===== src/rtl/li_expander.sv =====
// ---------------------------------------------------------------------------
// li_expander
// Load-immediate expander for the MIPS-32 instruction path. Takes a 32-bit
// constant plus destination register and emits the shortest equivalent
// sequence: a single addi, or lui followed by an ori that is skipped when
// the low half is zero.
//
// Optional build macro: LI_ZEXT_OPT_EN
//   When defined, values with hi == 0 and lo[15] == 1 become a single
//   "ori rt,$zero,lo" instead of lui + ori.
//
// Ports
//   clk            rising-edge clock
//   reset_n        asynchronous active-low reset
//   in_valid       constant/register pair valid
//   in_ready       block can accept a pair (high only in IDLE)
//   in_value       constant to load
//   in_rt          destination register; $zero requests are dropped
//   out_valid      out_instr valid
//   out_ready      consumer takes out_instr
//   out_instr      encoded MIPS instruction word
//   out_last       current word ends its sequence
//   words_emitted  running count of handed-off words, wraps
//
// state  | meaning
// IDLE   | waiting for a constant, in_ready high
// WORD_A | first word presented (addi / lui / ori-zext)
// WORD_B | second word (ori) presented after a lui
// ---------------------------------------------------------------------------
module li_expander #(
   parameter int CNT_W = 16
) (
   input  logic             clk,
   input  logic             reset_n,
   input  logic             in_valid,
   output logic             in_ready,
   input  logic [31:0]      in_value,
   input  logic [4:0]       in_rt,
   output logic             out_valid,
   input  logic             out_ready,
   output logic [31:0]      out_instr,
   output logic             out_last,
   output logic [CNT_W-1:0] words_emitted
);

   localparam logic [5:0] OP_ADDI = 6'b001000;
   localparam logic [5:0] OP_ORI  = 6'b001101;
   localparam logic [5:0] OP_LUI  = 6'b001111;

   typedef enum logic [1:0] {
      IDLE   = 2'd0,
      WORD_A = 2'd1,
      WORD_B = 2'd2
   } state_t;

   state_t           state_q;
   logic             out_valid_q;
   logic [31:0]      instr_q;
   logic             last_q;
   logic [4:0]       rt_q;
   logic [15:0]      lo_q;
   logic [CNT_W-1:0] cnt_q;

   logic [15:0] hi_d;
   logic [15:0] lo_d;
   logic        fits_d;
   logic [31:0] instr_d;
   logic        last_d;

   // First-word classification of the incoming constant.
   always_comb begin
      hi_d    = in_value[31:16];
      lo_d    = in_value[15:0];
      // Representable as a sign-extended 16-bit immediate.
      fits_d  = (&in_value[31:15]) | ~(|in_value[31:15]);
      instr_d = {OP_LUI, 5'd0, in_rt, hi_d};
      last_d  = (lo_d == 16'h0000);
      if (fits_d) begin
         instr_d = {OP_ADDI, 5'd0, in_rt, lo_d};
         last_d  = 1'b1;
      end
`ifdef LI_ZEXT_OPT_EN
      else if (hi_d == 16'h0000) begin
         instr_d = {OP_ORI, 5'd0, in_rt, lo_d};
         last_d  = 1'b1;
      end
`else
      else begin
         instr_d = {OP_LUI, 5'd0, in_rt, hi_d};
      end
`endif
   end

   always_ff @(posedge clk or negedge reset_n) begin
      if (!reset_n) begin
         state_q     <= IDLE;
         out_valid_q <= 1'b0;
         instr_q     <= 32'h0000_0000;
         last_q      <= 1'b0;
         rt_q        <= 5'd0;
         lo_q        <= 16'h0000;
      end else begin
         case (state_q)
            IDLE: begin
               // rt == 0 writes nothing architecturally, so drop it.
               if (in_valid && (in_rt != 5'd0)) begin
                  rt_q        <= in_rt;
                  lo_q        <= in_value[15:0];
                  instr_q     <= instr_d;
                  last_q      <= last_d;
                  out_valid_q <= 1'b1;
                  state_q     <= WORD_A;
               end
            end
            WORD_A: begin
               if (out_ready) begin
                  if (last_q) begin
                     out_valid_q <= 1'b0;
                     state_q     <= IDLE;
                  end else begin
                     // ori follows immediately, out_valid stays high.
                     instr_q <= {OP_ORI, rt_q, rt_q, lo_q};
                     last_q  <= 1'b1;
                     state_q <= WORD_B;
                  end
               end
            end
            WORD_B: begin
               if (out_ready) begin
                  out_valid_q <= 1'b0;
                  state_q     <= IDLE;
               end
            end
            default: begin
               out_valid_q <= 1'b0;
               state_q     <= IDLE;
            end
         endcase
      end
   end

   always_ff @(posedge clk or negedge reset_n) begin
      if (!reset_n) begin
         cnt_q <= '0;
      end else if (out_valid_q && out_ready) begin
         cnt_q <= cnt_q + CNT_W'(1);
      end
   end

   assign in_ready      = (state_q == IDLE);
   assign out_valid     = out_valid_q;
   assign out_instr     = instr_q;
   assign out_last      = last_q;
   assign words_emitted = cnt_q;

endmodule


===== config.mk =====
export PLATFORM = sky130hd
export DESIGN_NAME = li_expander
export DESIGN_NICKNAME = d
export VERILOG_FILES = /design/src/rtl/li_expander.sv
export SDC_FILE = /design/constraint.sdc
export NUM_CORES = 1
export LEC_CHECK = 0
export ABC_AREA = 1
export ABC_CLOCK_PERIOD_IN_PS = 3000
export BUFFER_PORTS_ARGS = -buffer_cell sky130_fd_sc_hd__buf_2
export CORE_ASPECT_RATIO = 1.5
export CORE_MARGIN = 8
export CORE_UTILIZATION = 59
export CTS_BUF_LIST = sky130_fd_sc_hd__clkbuf_8
export CTS_CLUSTER_DIAMETER = 120
export CTS_CLUSTER_SIZE = 10
export DETAILED_ROUTE_END_ITERATION = 7
export MAX_ROUTING_LAYER = met4
export PLACE_DENSITY = 0.87
export SYNTH_ARGS = -nofsm -noshare
export SYNTH_HDL_FRONTEND = slang
export SYNTH_SLANG_ARGS = --single-unit
export TNS_END_PERCENT = 1

===== constraint.sdc =====
create_clock -name clk -period 3 [get_ports clk]
set_clock_uncertainty 0.2 [all_clocks]
set_input_delay 0.6 -clock clk [delete_from_list [all_inputs] [get_ports clk]]
set_output_delay 0.6 -clock clk [all_outputs]
set_load 0.01 [all_outputs]

==> results.ini <==
[status]
outcome = finished, final reports clean

[floorplan]
ios = 92
fp.dieH_um = 113
initial_core_util_pct = 60.6
rows = 35
die-area_mm2 = 0.00909
coreArea_mm2 = 0.00609
die_w_um = 80.6

[worst_setup_path]
critPathArrivalTime_ns = 2.11
worstSetupStartpoint = state_q[1]
critPathMaxFanout = 24
critPathKind = reg2reg
r2r-start = state_q[1]
slowest_stage = dfrtp_1
required_ns = 3.04
worstPathCellList = nor2_2 > nand2_1 > nand2_2 > nand2_2 > buf_12 > nor2_1 > nand3_1 > nand2_1 > inv_1
cp-start-kind = register
max_stage_delay_ns = 0.42
endpoint_kind = register

[sta]
slew-limit-headroom_pct = 57.5
finalHoldViolations = 0
period_needed_ns = 2.07
max_freq_ghz = 0.483
slew_viol_final = 0
final.period_utilization_pct = 69.1
rsz0062_at_grt = no
worst_pin_slew_ns = 0.638
setup_tns_ns = 0
setup_viol = 0

[cts]
cts.hold.buffers_added = 0
cts-resized-gates = 0
cts_tree = done
cts_num_sinks = 70
clk_pin_slew_worst_paths_ns = 0.07
cts_buffers = 9
clk_latency_ns = 0.34
postCtsSetupRepairBufs = 0
cts_root_buffer = clkbuf_8
htreeDepth = 3
cts_buffer_depth = 2

[route]
drc = 0
vias = 3275
first_iter_violations = 179
antenna_left = 0
drt_pass1_iterations = 4
vias_per_cell = 5.23
drt-total-wl_um = 8860
wire_per_inst_um = 14.2

[place]
dpl.hpwl_um = 6600
placed_area_mm2 = 0.00411
dp.cells = 610
place_congestion = 0.834
port_buffers = 89

[global_routing]
antenna_found_initial = 0
grt_pass1_wl_um = 15100
overflow = 0
grt_pass1_vias = 3473
globalRouteTotalUtil_pct = 21.0
grt_start_max_net_pins = 54

[synth]
syn_area_mm2 = 0.00369
synthArstFlopShare_pct = 100
syn-instance-count = 464
ys_warn_count = 0
ys_seq_area_share_pct = 47.5
synth.distinct_cells = 33
syn_avg_cell_area_um2 = 7.95
ys_ff_latch = 70
synth_edf_count = 0
synthFlopType = dfrtp_1

[layout]
fill_cells = 508
layout_common_cells = nand2_1, buf_2, inv_1, dfrtp_1, nor2_1
final_cells = 626
final_cell_area_mm2 = 0.00428
area_delta_synth_final_pct = 16.0
antennaDiodeCount = 0
drive_above_1_share_pct = 23.6
final_common_cell = nand2_1
fin_nets = 589

[power_and_ir_drop]
power_density_mw_per_mm2 = 994
p_leak_nw = 2.37
peakVddDrop_uv = 521
fin_total_pwr_mw = 4.25

[hold_path]
hp-class = in2async

[run]
cap_violations = 0

[Yosys cell counts (2+ instances only)]
| cell type | number | area [µm²] |
|---|---|---|
| xnor2_1 | 6 | 52.6 |
| nand2_1 | 94 | 353 |
| nor3_1 | 5 | 25.0 |
| buf_2 | 3 | 15.0 |
| inv_1 | 75 | 282 |
| a21oi_1 | 21 | 105 |
| buf_4 | 8 | 60.1 |
| nor2_2 | 3 | 18.8 |
| clkbuf_1 | 5 | 18.8 |
| nand2_2 | 5 | 31.3 |
| nor2_1 | 60 | 225 |
| nand4_1 | 19 | 119 |
| nand3_2 | 2 | 20.0 |
| o21ai_0 | 20 | 100 |
| dfrtp_1 | 70 | 1750 |
| nand3_1 | 36 | 180 |
| xor2_1 | 9 | 78.8 |
| a21oi_2 | 4 | 35.0 |
| clkbuf_8 | 5 | 68.8 |
[final timing paths]
check,endpoint,slack (ns),cells past startpoint
max,out_instr[10],0.93,9
min in group clk,words_emitted[15],0.26,1
max reg2reg,out_instr[10],0.93,9
min reg2reg,words_emitted[15],0.26,1
max in group asynchronous,lo_q[11],1.87,2
min,state_q[0],0.07,1
[registers in the layout, summed over array words and instances (netlist names)]
register       count
rt_q               5
lo_q              16
out_valid          1
state_q            2
out_instr         29
out_last           1
words_emitted     16
[cell type report]
| type | count | area, µm² | share of cell area [%] |
|---|---|---|---|
| inverters | 77 | 297 | 6.93 |
| flip-flops and latches | 70 | 1750 | 40.9 |
| multi-input cells | 296 | 1470 | 34.4 |
| well taps | 74 | 92.6 | 2.16 |
| repair buffers | 93 | 500 | 11.7 |
| clock inverters | 6 | 30.0 | 0.702 |
| clock buffers | 10 | 138 | 3.22 |
[power by group]
group | switching [mW] | internal [mW] | total (mW) | leakage, nW
logic | 1.26 | 0.719 | 1.98 | 1.44
registers | 0.264 | 1.36 | 1.62 | 0.835
clock network | 0.341 | 0.312 | 0.653 | 0.0944
total | 1.87 | 2.39 | 4.25 | 2.37
[per-layer routing]
layer / wire length, µm / vias up / share of wire [%] / GRT usage (%)
li1: - / 1607 / - / -
met5: 0 / - / 0 / -
met1: 3720 / 1543 / 42 / 24.5
met2: 4410 / 114 / 50 / 34.4
met3: 599 / 11 / 6.8 / 3.17
met4: 134 / 0 / 1.5 / 9.27
[through the flow]
| stage | hold slack [ns] | util [%] | setup WS, ns |
|---|---|---|---|
| final | 0.0723 | 70.3 | 0.928 |
| after CTS | 0.0892 | 70.3 | 0.934 |
| after global placement | 0.252 | 67.6 | 0.713 |
| after global routing | 0.123 | 70.3 | 0.698 |
| after detailed placement | 0.256 | 67.6 | 0.688 |
| after floorplan | 0.104 | - | 1.19 |
[critical path: cells and delay by family (launching register included)]
kind / cells / cell delay (ns)
flops: 1 / 0.42
buf+inv: 2 / 0.29
simple gates: 7 / 1.05
[kinds of logic after synthesis]
logic type                 Yosys count  synth area share, %
xor gates and xnor gates            15                 3.56
other                                1                0.102
and+or+nand+nor                    229                 28.1
adders and majority gates            1                0.339
DFF                                 70                 47.5
AOI/OAI and AO/OA                   48                 7.32
buffers and inverters               99                 12.8
muxes                                1                0.305
(Power assumes the default switching activity.)
